### config.mk
export PLATFORM = sky130hd
export DESIGN_NAME = seq_signed_multiplier
export DESIGN_NICKNAME = d
export VERILOG_FILES = /design/src/rtl/seq_signed_multiplier.sv
export SDC_FILE = /design/constraint.sdc
export NUM_CORES = 1
export LEC_CHECK = 0
export CAP_MARGIN = 40
export CORE_MARGIN = 1.5
export CORE_UTILIZATION = 59
export CTS_CLUSTER_DIAMETER = 120
export DETAILED_ROUTE_END_ITERATION = 7
export HOLD_SLACK_MARGIN = 0.06
export PLACE_DENSITY = 0.85
export SLEW_MARGIN = 20
export SYNTH_ARGS = -nofsm -noshare
export SYNTH_HDL_FRONTEND = slang
export SYNTH_SLANG_ARGS = --single-unit
### constraint.sdc
create_clock -name clk -period 5.8 [get_ports clk]
set_clock_uncertainty 0.1 [all_clocks]
set_input_delay 1.16 -clock clk [delete_from_list [all_inputs] [get_ports clk]]
set_output_delay 1.16 -clock clk [all_outputs]
set_load 0.005 [all_outputs]
### src/rtl/seq_signed_multiplier.sv
// Sequential radix-2 Booth signed multiplier: one Booth step per clock, WIDTH cycles per product.
// Optional feature: define MULT_ZERO_SKIP_EN to finish zero-operand requests one cycle after acceptance.
module seq_signed_multiplier #(
    parameter int WIDTH = 16
) (
    input  logic                 clk,
    input  logic                 reset,
    input  logic                 start,
    input  logic [WIDTH-1:0]     multiplicand,
    input  logic [WIDTH-1:0]     multiplier,
    output logic                 busy,
    output logic                 done,
    output logic [2*WIDTH-1:0]   product
);

    typedef enum logic {
        IDLE = 1'b0,
        RUN  = 1'b1
    } state_t;

    localparam logic [4:0] LAST_STEP = 5'(WIDTH - 1);

    state_t               state_q, state_d;
    logic [WIDTH:0]       m_q, m_d;
    logic [WIDTH:0]       a_q, a_d;
    logic [WIDTH-1:0]     q_q, q_d;
    logic                 qm1_q, qm1_d;
    logic [4:0]           cnt_q, cnt_d;
    logic                 busy_q, busy_d;
    logic                 done_q, done_d;
    logic [2*WIDTH-1:0]   product_q, product_d;

    logic [WIDTH:0]       booth_sum;
    logic                 zero_op;

`ifdef MULT_ZERO_SKIP_EN
    assign zero_op = (multiplicand == '0) || (multiplier == '0);
`else
    assign zero_op = 1'b0;
`endif

    always_comb begin
        state_d   = state_q;
        m_d       = m_q;
        a_d       = a_q;
        q_d       = q_q;
        qm1_d     = qm1_q;
        cnt_d     = cnt_q;
        busy_d    = busy_q;
        done_d    = 1'b0;
        product_d = product_q;
        booth_sum = a_q;

        case (state_q)
            IDLE: begin
                if (start) begin
                    m_d     = {multiplicand[WIDTH-1], multiplicand};
                    a_d     = '0;
                    q_d     = multiplier;
                    qm1_d   = 1'b0;
                    cnt_d   = '0;
                    busy_d  = 1'b1;
                    state_d = RUN;
                    // Zeroed M and Q with the counter parked on the last step
                    // make the single RUN cycle produce an all-zero product.
                    if (zero_op) begin
                        m_d   = '0;
                        q_d   = '0;
                        cnt_d = LAST_STEP;
                    end
                end
            end
            RUN: begin
                case ({q_q[0], qm1_q})
                    2'b01:   booth_sum = a_q + m_q;
                    2'b10:   booth_sum = a_q - m_q;
                    default: booth_sum = a_q;
                endcase
                a_d   = {booth_sum[WIDTH], booth_sum[WIDTH:1]};
                q_d   = {booth_sum[0], q_q[WIDTH-1:1]};
                qm1_d = q_q[0];
                cnt_d = cnt_q + 5'd1;
                if (cnt_q == LAST_STEP) begin
                    product_d = {a_d[WIDTH-1:0], q_d};
                    done_d    = 1'b1;
                    busy_d    = 1'b0;
                    state_d   = IDLE;
                end
            end
            default: state_d = IDLE;
        endcase
    end

    always_ff @(posedge clk or negedge reset) begin
        if (!reset) begin
            state_q   <= IDLE;
            m_q       <= '0;
            a_q       <= '0;
            q_q       <= '0;
            qm1_q     <= 1'b0;
            cnt_q     <= '0;
            busy_q    <= 1'b0;
            done_q    <= 1'b0;
            product_q <= '0;
        end else begin
            state_q   <= state_d;
            m_q       <= m_d;
            a_q       <= a_d;
            q_q       <= q_d;
            qm1_q     <= qm1_d;
            cnt_q     <= cnt_d;
            busy_q    <= busy_d;
            done_q    <= done_d;
            product_q <= product_d;
        end
    end

    assign busy    = busy_q;
    assign done    = done_q;
    assign product = product_q;

endmodule
Word level (Yosys, flattened, before mapping)
Index checks and enable logic that the tools add are counted.
{"block": "word_totals", "reg_bits": 90}
{"block": "classes", "add_sub_neg": 3, "bitwise": 1, "n_reduce_logical": 3, "eq_ne": 5, "muxes": 17}
{"cell": "$pmux 17 s2", "count": 2}
{"cell": "$pmux 16 s2", "count": 1}
{"cell": "$add 17x17->17", "count": 1}
{"cell": "$mux 17", "count": 1}
{"cell": "$sub 17x17->17", "count": 1}
{"cell": "$mux 16", "count": 1}
{"cell": "$pmux 5 s2", "count": 1}
{"cell": "$mux 1", "count": 7}
{"cell": "$pmux 1 s2", "count": 3}
{"cell": "$reduce_and 2->1", "count": 3}
{"cell": "$add 5x1->5 const B", "count": 1}
{"cell": "$eq 5x4->1 const B", "count": 1}
{"cell": "$mux 5", "count": 1}
{"cell": "$eq 2x1->1 const B", "count": 1}
{"cell": "$eq 2x2->1 const B", "count": 1}
{"cell": "$ne 2x1->1 const B", "count": 1}
{"cell": "$ne 2x2->1 const B", "count": 1}
{"cell": "$not 1->1", "count": 1}

Logic depth before layout (Yosys ltp)
Gate-level depths: netlist of the first run.
{"block": "logic_depth", "depth_word": 3, "mapped_depth": 14, "mapped_depth_nobuf": 14}

Least setup slack after synthesis of the first run
OpenSTA, ideal clock, no wires.
{"block": "synth_path", "path_kind": "register to register", "from": "register m_q[3]", "to": "register product_q[31] (netlist: product[31])", "setup_slack_ns": 2.412, "n_path_buf": 0, "t_arrival_ns": 3.154, "stages_incl_launch_ff": 14, "period_less_slack_ns": 3.388, "cell_sequence": "dfrtp_1 -> or3_4 -> nor4_1 -> and3_1 -> nor2_1 -> xnor2_1 -> ha_1 -> a21o_1 -> a2111oi_0 -> a21bo_2 -> a211o_1 -> o221ai_2 -> xnor2_1 -> o21ai_1"}
{"block": "synth_between", "elab_chain_cells": 2, "word_cells_on_any_way": 3, "classes_between": "2 x add/sub; 1 x mux"}
{"element": "start: declaration", "line": "24", "text": "logic [WIDTH:0] m_q, m_d;"}
{"element": "start signal: assignment", "line": "107", "text": "m_q <= m_d;"}
{"element": "$sub 17x17->17 / $add 17x17->17 (equally long branches)", "line": "76, 75"}
{"element": "$pmux 17 s2 (*)", "line": "74", "text": "case ({q_q[0], qm1_q})"}
{"element": "end signal: assignment", "line": "114", "text": "product_q <= product_d;"}
{"element": "end: declaration", "line": "31", "text": "logic [2*WIDTH-1:0] product_q, product_d;"}
Mark *: on every way between the ends. The rest lies on a longest branch, timed or not.
A chain may end at the register's enable or synchronous reset.

Worst setup path after layout of the first run
Ends and elaborated chain as after synthesis.

==> results of run 1 <==
final cells by class:
class,count,share of cell area (%)
inverters,13,0.840
clock buffers,10,2.37
repair buffers,75,12.9
well taps,102,2.20
clock inverters,6,1.12
multi-input cells,350,42.2
flip-flops and latches,89,38.3
critical path, cell delays in order (launching register included):
cell       delay (ns)
dfrtp_1          0.42
or3_4            0.42
nor4_1           0.50
and3_1           0.29
nor2_1           0.06
xnor2_1          0.16
ha_1             0.37
a21o_1           0.22
a2111oi_0        0.37
a21bo_2          0.26
a211o_1          0.24
o221ai_2         0.09
xnor2_1          0.16
o21ai_1          0.07
metrics by stage:
stage          power, mW  instance area [sq um]
2_1_floorplan       3.09                   4820
3_3_place_gp        3.71                   5580
3_5_place_dp        3.81                   5580
4_1_cts             4.28                   5780
5_1_grt             4.66                   5810
6_report            4.30                   5810
layout by cell type, fill, tap and decap left out, types with 8 or more instances in the layout:
cell type        instances
a21oi_1                 15
clkbuf_8                10
clkdlybuf4s50_1         67
dfrtp_1                 89
ha_1                    20
inv_1                   12
mux2_2                  30
mux2i_1                 18
nand2_1                 65
nor2_1                  23
nor3_1                   8
o21ai_0                 30
o21ai_1                 17
o22ai_1                  8
xnor2_1                 21
final timing paths:
path	endpoint
min reg2reg	product[27]
min in group asynchronous	a_q[10]
min	product[27]
max in group asynchronous	a_q[7]
max	product[31]
max reg2reg	product[31]
cells by family (layout without fill, tap and decap cells):
logic type | Yosys count | in the layout | synth area share (%)
and+or+nand+nor | 132 | 132 | 13.1
AOI/OAI and AO/OA | 120 | 120 | 15.9
DFF | 89 | 89 | 46.2
muxes | 53 | 53 | 11.9
buffers and inverters | 37 | 104 | 2.91
xor gates and xnor gates | 24 | 24 | 4.36
adders and majority gates | 21 | 21 | 5.61
report_power, final:
| part | leakage (nW) | switching, mW | internal, mW |
|---|---|---|---|
| sequential | 1.10 | 0.267 | 0.938 |
| clock | 0.103 | 0.222 | 0.212 |
| combinational | 1.39 | 1.37 | 1.29 |
| total | 2.59 | 1.86 | 2.44 |
per-layer routing:
metal / wire, microns / vias to the layer above / global-route usage (%) / part of all wire, %
met5: 0 / - / 0 / 0
met4: 313 / 0 / 11.5 / 2.9
met3: 428 / 29 / 3.90 / 4.0
met2: 5280 / 114 / 43.4 / 50
met1: 4600 / 1867 / 32.8 / 43
li1: - / 1828 / - / -
state kept, by name (all words and copies together) (netlist names):
register,count
a_q,16
busy,1
cnt_q,5
done,1
m_q,16
product,32
q_q,16
qm1_q,1
state_q,1
==> impl_results.md, run 1 <==
* Setup_tns at 0 ns
* Synth Register Bits at 89
* Register area at 2230 sq um
* Top-count cell post-synth: dfrtp_1
* Crit path time final at 3.87 ns
* Post-Route Utilization at 74.4%
* Worst hold path class: reg2reg
* DR pass1 iterations at 5
* Post-CTS setup buffers at 0
* Worst Path Arrival at 4.00 ns
* GRT Util Overall at 25.8%
* Hpwl dp at 7360 microns
* DR iter-0 viols at 236
* Die area at 8720 sq um
* Vias in the first global route at 3826
* Final Hold Viols at 0
* Largest net degree at the start of global routing at 66
* Yosys top cell by area: dfrtp_1
* Yosys top cell area share at 46.2%
* Tcrit/Tclk final at 66.8%
* Syn nets at 532
* I/O pins at 69
* Slew @ Worst Pin at 0.848 ns
* Cell Pwr Density at 740 nW/um^2
* IO buf count at 68
* Hold Buf Count CTS at 0
* CP startpoint: m_q[3]
* R2R cell count at 13
* Post-Syn Area at 4820 sq um
* Drt total wl at 10600 microns
* Achievable Freq at 0.258 GHz
* Clock latency on the worst-skew pair at 0.36 ns
* Cells after Synth at 476
* Final hold slack at 0.386 ns
* Fillers at 548
* Max Slew Vio Count at 0
* First-pass GRT wire length at 17700 microns
* Largest fanout on the critical path at 7
* Avg WL per Cell at 16.5 microns
* Most instantiated cells after synthesis: dfrtp_1 (89), nand2_1 (65), mux2_2 (30), o21ai_0 (30), nor2_1 (23)
* Clk sinks at 89
* Post-synthesis sequential area ratio at 46.2%
* Num rows at 32
* Dpl cells at 628
* Main synth FF type: dfrtp_1
* Mean post-synth cell area at 10.1 sq um
* Cell leakage power at 2.59 nW
* H-Tree Depth at 3
* Area grow syn2layout at 20.5%
* Antenna cells at 0
* GP Congestion at 0.929
* Multi-input logic area at 2450 sq um
* Distinct cell type count after synthesis at 62
* Fraction of layout cells with a size suffix above 1 at 12.0%
* Via count at 3838
* Async set-reset flop share out of synthesis at 100%
* Clock buffer depth at 2
* Status: completed
* Hold Crit Depth at 2
* Cell Count, Final, Fillers Out at 645
* Final nets at 594
* Vias per cell at 5.95
* CTS Buf Count at 9
* Post-cts resize count at 0
* Clk root buf: clkbuf_8
* Synth area leaders: dfrtp_1 (46%), mux2_2 (7.0%), ha_1 (5.2%)
* Setup slack at placement at 2.05 ns
* TritonCTS clock tree: built
* Worst Path Required at 5.92 ns
* Hold Crit Start: product[27]
* Clk slew on worst S/H paths at 0.09 ns
* R2R setup slack at 1.93 ns
* Crit Path Category: reg2reg
* Final worst-path setup slack at 1.93 ns
* Critical Path Start Type: flop
* EDFF count, synth at 0
* Peak VDD IR at 0.406 mV
* Die boundary height at 93.4 microns
* Antenna Nets Post-Route at 0
* Max-cap violations at 0
* Final setup violation count at 0
* Starting Density at 61.7%
* DRC Markers at 0
* Grt ovf at 0
* Synth warnings at 0
* Core area at 7810 sq um
* RSZ-0062 raised after global routing: false
* FF-to-FF Start: m_q[3]
* Chip width at 93.4 microns
* Slew headroom at 43.4%
* Initial antenna violation count at 0
* Worst Setup End Kind: flop
No activity file was read; power rests on OpenSTA's default activity.
==> inputs of run 2 (changes only) <==
--- a/config.mk
+++ b/config.mk
@@ -7,11 +7,11 @@
 export LEC_CHECK = 0
 export CAP_MARGIN = 40
 export CORE_MARGIN = 1.5
-export CORE_UTILIZATION = 59
+export CORE_UTILIZATION = 50
 export CTS_CLUSTER_DIAMETER = 120
 export DETAILED_ROUTE_END_ITERATION = 7
 export HOLD_SLACK_MARGIN = 0.06
-export PLACE_DENSITY = 0.85
+export PLACE_DENSITY = 0.77
 export SLEW_MARGIN = 20
 export SYNTH_ARGS = -nofsm -noshare
 export SYNTH_HDL_FRONTEND = slang
==> constraint.sdc (replaced) <==
create_clock -name clk -period 3.4 [get_ports clk]
set_clock_uncertainty 0.1 [all_clocks]
set_input_delay 0.68 -clock clk [delete_from_list [all_inputs] [get_ports clk]]
set_output_delay 0.68 -clock clk [all_outputs]
set_load 0.005 [all_outputs]
==> run 2 against run 1 <==
Largest power group unchanged. Final cell count increased by 6.8%. Setup slack got worse by 1.9 ns. Combinational power increased by 90%. Largest cell class unchanged. Die area increased by 17%. Routed wire length increased by 7.5%.
==> impl_results.md, run 2 (same netlist as run 1, synthesis figures left out) <==
* Max Slew Vio Count at 0
* Chip width at 101 microns
* Antenna Nets Post-Route at 0
* Cell Pwr Density at 1290 nW/um^2
* GP Congestion at 0.847
* Largest net degree at the start of global routing at 58
* CTS Buf Count at 9
* Drt total wl at 11400 microns
* DR iter-0 viols at 191
* Met3 GRT Util at 4.55%
* Final setup violation count at 0
* Tcrit/Tclk final at 99.7%
* Num rows at 35
* R2R setup slack at 0.009 ns
* Initial antenna violation count at 0
* Die boundary height at 101 microns
* Max reg flops at 32
* Clock latency on the worst-skew pair at 0.38 ns
* Fillers at 775
* Clk sinks at 89
* Starting Density at 51.9%
* Avg WL per Cell at 16.6 microns
* H-Tree Depth at 3
* Placed Area at 5760 sq um
* Max-cap violations at 0
* Design Area, Final at 6090 sq um
* IO buf count at 68
* Clk slew on worst S/H paths at 0.11 ns
* Power Total at 7.83 mW
* I/O pins at 69
* Final nets at 611
* Die area at 10200 sq um
* Slew @ Worst Pin at 0.623 ns
* First-pass GRT wire length at 18600 microns
* Crit path time final at 3.39 ns
* Antenna cells at 0
* GRT Util Overall at 23.4%
* DRC Markers at 0
* Area grow syn2layout at 26.3%
* FF-to-FF Start: m_q[4]
* Final Hold Viols at 0
* Vias in the first global route at 3849
* Clk root buf: clkbuf_8
* DR pass1 iterations at 4
* TritonCTS clock tree: built
* Vias per cell at 5.65
* Final hold slack at 0.124 ns
* Met2 usage in global routing at 39.8%
* GRT busiest layer: met2
* Reg2reg end: a_q[14]
* Post-Route Utilization at 65.6%
* Cell leakage power at 2.69 nW
* Slew headroom at 58.5%
* Met1 GRT Util at 30.2%
* Core area at 9280 sq um
* Fraction of layout cells with a size suffix above 1 at 17.3%
* Largest fanout on the critical path at 3
* RSZ-0062 raised after global routing: true
* Achievable Freq at 0.295 GHz
* CP startpoint: m_q[4]
* Worst Setup End Kind: flop
* Via count at 3893
* Crit Path Category: reg2reg
* Worst Path Arrival at 3.53 ns
* Highest-count cells in the layout ignoring fill and taps: dfrtp_1 (89), clkdlybuf4s50_1 (67), nand2_1 (65), mux2_2 (30), o21ai_0 (30)
* Setup crit end: a_q[14]
* Critical Path Start Type: flop
* Grt ovf at 0
* Worst Path Required at 3.53 ns
* Peak VDD IR at 0.762 mV
* Hpwl dp at 8100 microns
* Clock buffer depth at 2
* R2R cell count at 12
* Worst hold path class: in2async
* Most common cell after layout, fill and taps aside: dfrtp_1
* Status: completed
-- run 2: area by class of cell --
cell class | count | area (sq um) | share of cell area, %
multi-input cells | 350 | 2550 | 41.9
clock inverters | 7 | 76.3 | 1.25
repair buffers | 92 | 898 | 14.8
inverters | 13 | 48.8 | 0.802
well taps | 129 | 161 | 2.65
flip-flops and latches | 89 | 2230 | 36.6
clock buffers | 9 | 124 | 2.03
-- run 2: power by group --
group | internal, mW | switching [mW]
Clock | 0.287 | 0.440
Sequential | 1.60 | 0.453
Combinational | 2.53 | 2.52
Total | 4.41 | 3.41
-- run 2: worst min path at each step --
| stage | to | startpoint | depth (start not counted) | slack [ns] |
|---|---|---|---|---|
| after detailed placement | product[17] | product[17] | 2 | 0.37 |
| after CTS | product[7] | reset | 1 | 0.13 |
| after global routing | product[7] | reset | 1 | 0.15 |
| after global placement | product[24] | product[24] | 2 | 0.36 |
| final | product[7] | reset | 1 | 0.12 |
| after floorplan | a_q[0] | reset | 0 | 0.28 |
-- run 2: timing repair --
item | CTS | global route
pin swaps | 0 | 10
hold buffers | 0 | 0
setup buffers | 0 | 2
gates resized for setup | 3 | 17
setup endpoints to repair | 6 | 6
cloned | 0 | 0
-- run 2: worst max-delay path, stage by stage, from the launching register on --
cell and delay (ns):
dfrtp_1 0.39, or3_4 0.43, nor4_4 0.30, and3_4 0.24, nor2_2 0.04, xnor2_1 0.12, ha_1 0.30, a21o_1 0.23
a31o_1 0.20, a221o_1 0.31, or4_4 0.42, nand3_2 0.11, o22ai_2 0.07
-- run 2: layer usage --
layer	vias up	part of all wire, %
met5	-	0
met3	20	3.2
met1	1921	44
li1	1868	-
met4	0	1.7
met2	84	51
-- run 2: per-stage QoR --
stage | setup TNS [ns] | cells | worst slack, ns
floorplan | 0 | 476 | 0.0120
CTS | 0 | 686 | 0.0296
global route | -0.381 | 689 | -0.106
global placement | 0 | 669 | 0.0398
detailed placement | -0.446 | 670 | -0.121
finish | 0 | 689 | 0.00858
==> inputs of run 3 (changes only) <==
--- a/config.mk
+++ b/config.mk
@@ -11,6 +11,7 @@
 export CTS_CLUSTER_DIAMETER = 120
 export DETAILED_ROUTE_END_ITERATION = 7
 export HOLD_SLACK_MARGIN = 0.06
+export MAX_ROUTING_LAYER = met4
 export PLACE_DENSITY = 0.77
 export SLEW_MARGIN = 20
 export SYNTH_ARGS = -nofsm -noshare
==> run 3 against run 2 <==
Sequential cell count did not move. First-iteration DRC count down 14%. Non-clock buffer count shrank 2. Setup slack better by 0.077 ns. Fmax rose by 2.3%. Register-to-register slack better by 0.08 ns. Global-route usage is 0.48 points higher. Final area decreased by 0.86%. Sequential share of layout area grew 0.34 points. Via count grew 0.28%. Routed wire length fell by 0.74%. Highest routed layer unchanged.
==> impl_results.md, run 3 (same netlist as run 1, synthesis figures left out) <==
* Status: completed
* CP startpoint: m_q[3]
* Highest-count cells in the layout ignoring fill and taps: dfrtp_1 (88), clkdlybuf4s50_1 (67), nand2_1 (65), mux2_2 (30), o21ai_0 (30)
* Worst hold path class: in2async
* Largest fanout on the critical path at 4
* GP Congestion at 0.948
* IO buf count at 68
* Tcrit/Tclk final at 97.5%
* Met2 usage in global routing at 38.9%
* GRT Util Overall at 23.9%
* Largest net degree at the start of global routing at 50
* First-pass GRT wire length at 18500 microns
* Max Slew Vio Count at 0
* Critical path's top delay family: compound AO/OA/AOI/OAI gates
* H-Tree Depth at 3
* Final setup violation count at 0
* DR pass1 iterations at 4
* Initial antenna violation count at 0
* TritonCTS clock tree: built
* Final Hold Viols at 0
* Cell Count, Final, Fillers Out at 687
* Fillers at 761
* I/O pins at 69
* Core area at 9280 sq um
* Vias in the first global route at 3838
* Slowest stage delay, CP at 0.44 ns
* Buf+Inv Stages, Crit Path at 0
* Worst Path Required at 3.54 ns
* Setup slack at placement at -0.108 ns
* Achievable Freq at 0.302 GHz
* GRT busiest layer: met2
* Via count at 3904
* Hold Buf Count CTS at 0
* Max reg flops at 32
* Starting Density at 51.9%
* Slew @ Worst Pin at 0.653 ns
* Most frequent CP cell: xnor2_1
* Met1 GRT Util at 30.6%
* Multi-input logic area at 2510 sq um
* Grt ovf at 0
* Die area at 10200 sq um
* Clock latency on the worst-skew pair at 0.37 ns
* Antenna cells at 0
* Clk slew on worst S/H paths at 0.10 ns
* Crit path time final at 3.31 ns
* Setup_tns at 0 ns
* Crit Path Category: reg2reg
* Worst Path Arrival at 3.45 ns
* Die boundary height at 101 microns
* Register area at 2230 sq um
* Max-cap violations at 0
* Worst Setup End Kind: flop
* Clk sinks at 89
* Final nets at 609
* Met3 GRT Util at 3.11%
* Clock buffer depth at 2
* DRC Markers at 0
* Vias per cell at 5.68
* RSZ-0062 raised after global routing: true
* Most common cell after layout, fill and taps aside: dfrtp_1
* Critical Path Start Type: flop
* Chip width at 101 microns
* Area grow syn2layout at 25.2%
* FF-to-FF Start: m_q[3]
* Drt total wl at 11300 microns
* Clk root buf: clkbuf_8
* DR iter-0 viols at 164
* Antenna Nets Post-Route at 0
* Hpwl dp at 8250 microns
* Fraction of layout cells with a size suffix above 1 at 15.9%
* Dpl cells at 670
* Num rows at 35
* CTS Buf Count at 9
* Crit path cell chain: or3_4 > nor4_4 > and3_1 > nor2_1 > xnor2_1 > ha_1 > a21o_1 > a2111oi_2 > a21bo_2 > a211o_1 > o221ai_2 > xnor2_1 > o21ai_1
* Slew headroom at 56.5%
* Avg WL per Cell at 16.5 microns
* Slowest stage cell, crit path: or3_4
* Final worst-path setup slack at 0.0852 ns
==> run 3: layer usage <==
metal / vias up / routed length (microns)
met5: - / 0
met2: 97 / 5660
met3: 17 / 409
met1: 1935 / 5070
met4: 0 / 196
li1: 1855 / -
==> run 3: repair_timing <==
item,in CTS,in global routing
setup endpoints to repair,10,10
cloned,0,0
resized for setup,2,11
pin swaps,0,1
hold endpoints to repair,0,0
buffers inserted,0,0
==> run 3: layout make-up <==
type                            instances  area share (%)
Clock buffer                           11            2.34
Clock inverter                          5            1.06
Inverter                               13           0.809
Multi-Input combinational cell        350            41.7
Sequential cell                        89            36.9
Tap cell                              129            2.67
Timing Repair Buffer                   90            14.5
==> run 3: path summary, 6_finish.rpt <==
check                           slack [ns]  cells after the start           to
worst max-delay path                  0.09                     13  product[31]
worst min-delay path                  0.22                      1  product[10]
worst max register to register        0.09                     13  product[31]
worst min register to register        0.38                      2  product[27]
max in group asynchronous             2.31                      2       m_q[1]
min in group clk                      0.38                      2  product[27]
==> run 3: worst reg2reg max path, stage by stage (launching register included) <==
cell and delay [ns]:
dfrtp_1 0.39, or3_4 0.44, nor4_4 0.21, and3_1 0.22, nor2_1 0.05, xnor2_1 0.13
ha_1 0.30, a21o_1 0.19, a2111oi_2 0.34, a21bo_2 0.26, a211o_1 0.23, o221ai_2 0.09
xnor2_1 0.16, o21ai_1 0.08
==> run 3: metrics by stage <==
step	util [%]	hold slack, ns	instance area, sq um
global route	65.0	0.276	6030
CTS	64.3	0.244	5970
finish	65.0	0.220	6030
global placement	61.7	0.364	5730
detailed placement	61.9	0.373	5750
floorplan	-	0.284	4820
Power of run 3 is not shown: default switching activity piles up to over one toggle a cycle in this logic, so the estimate is an artifact.
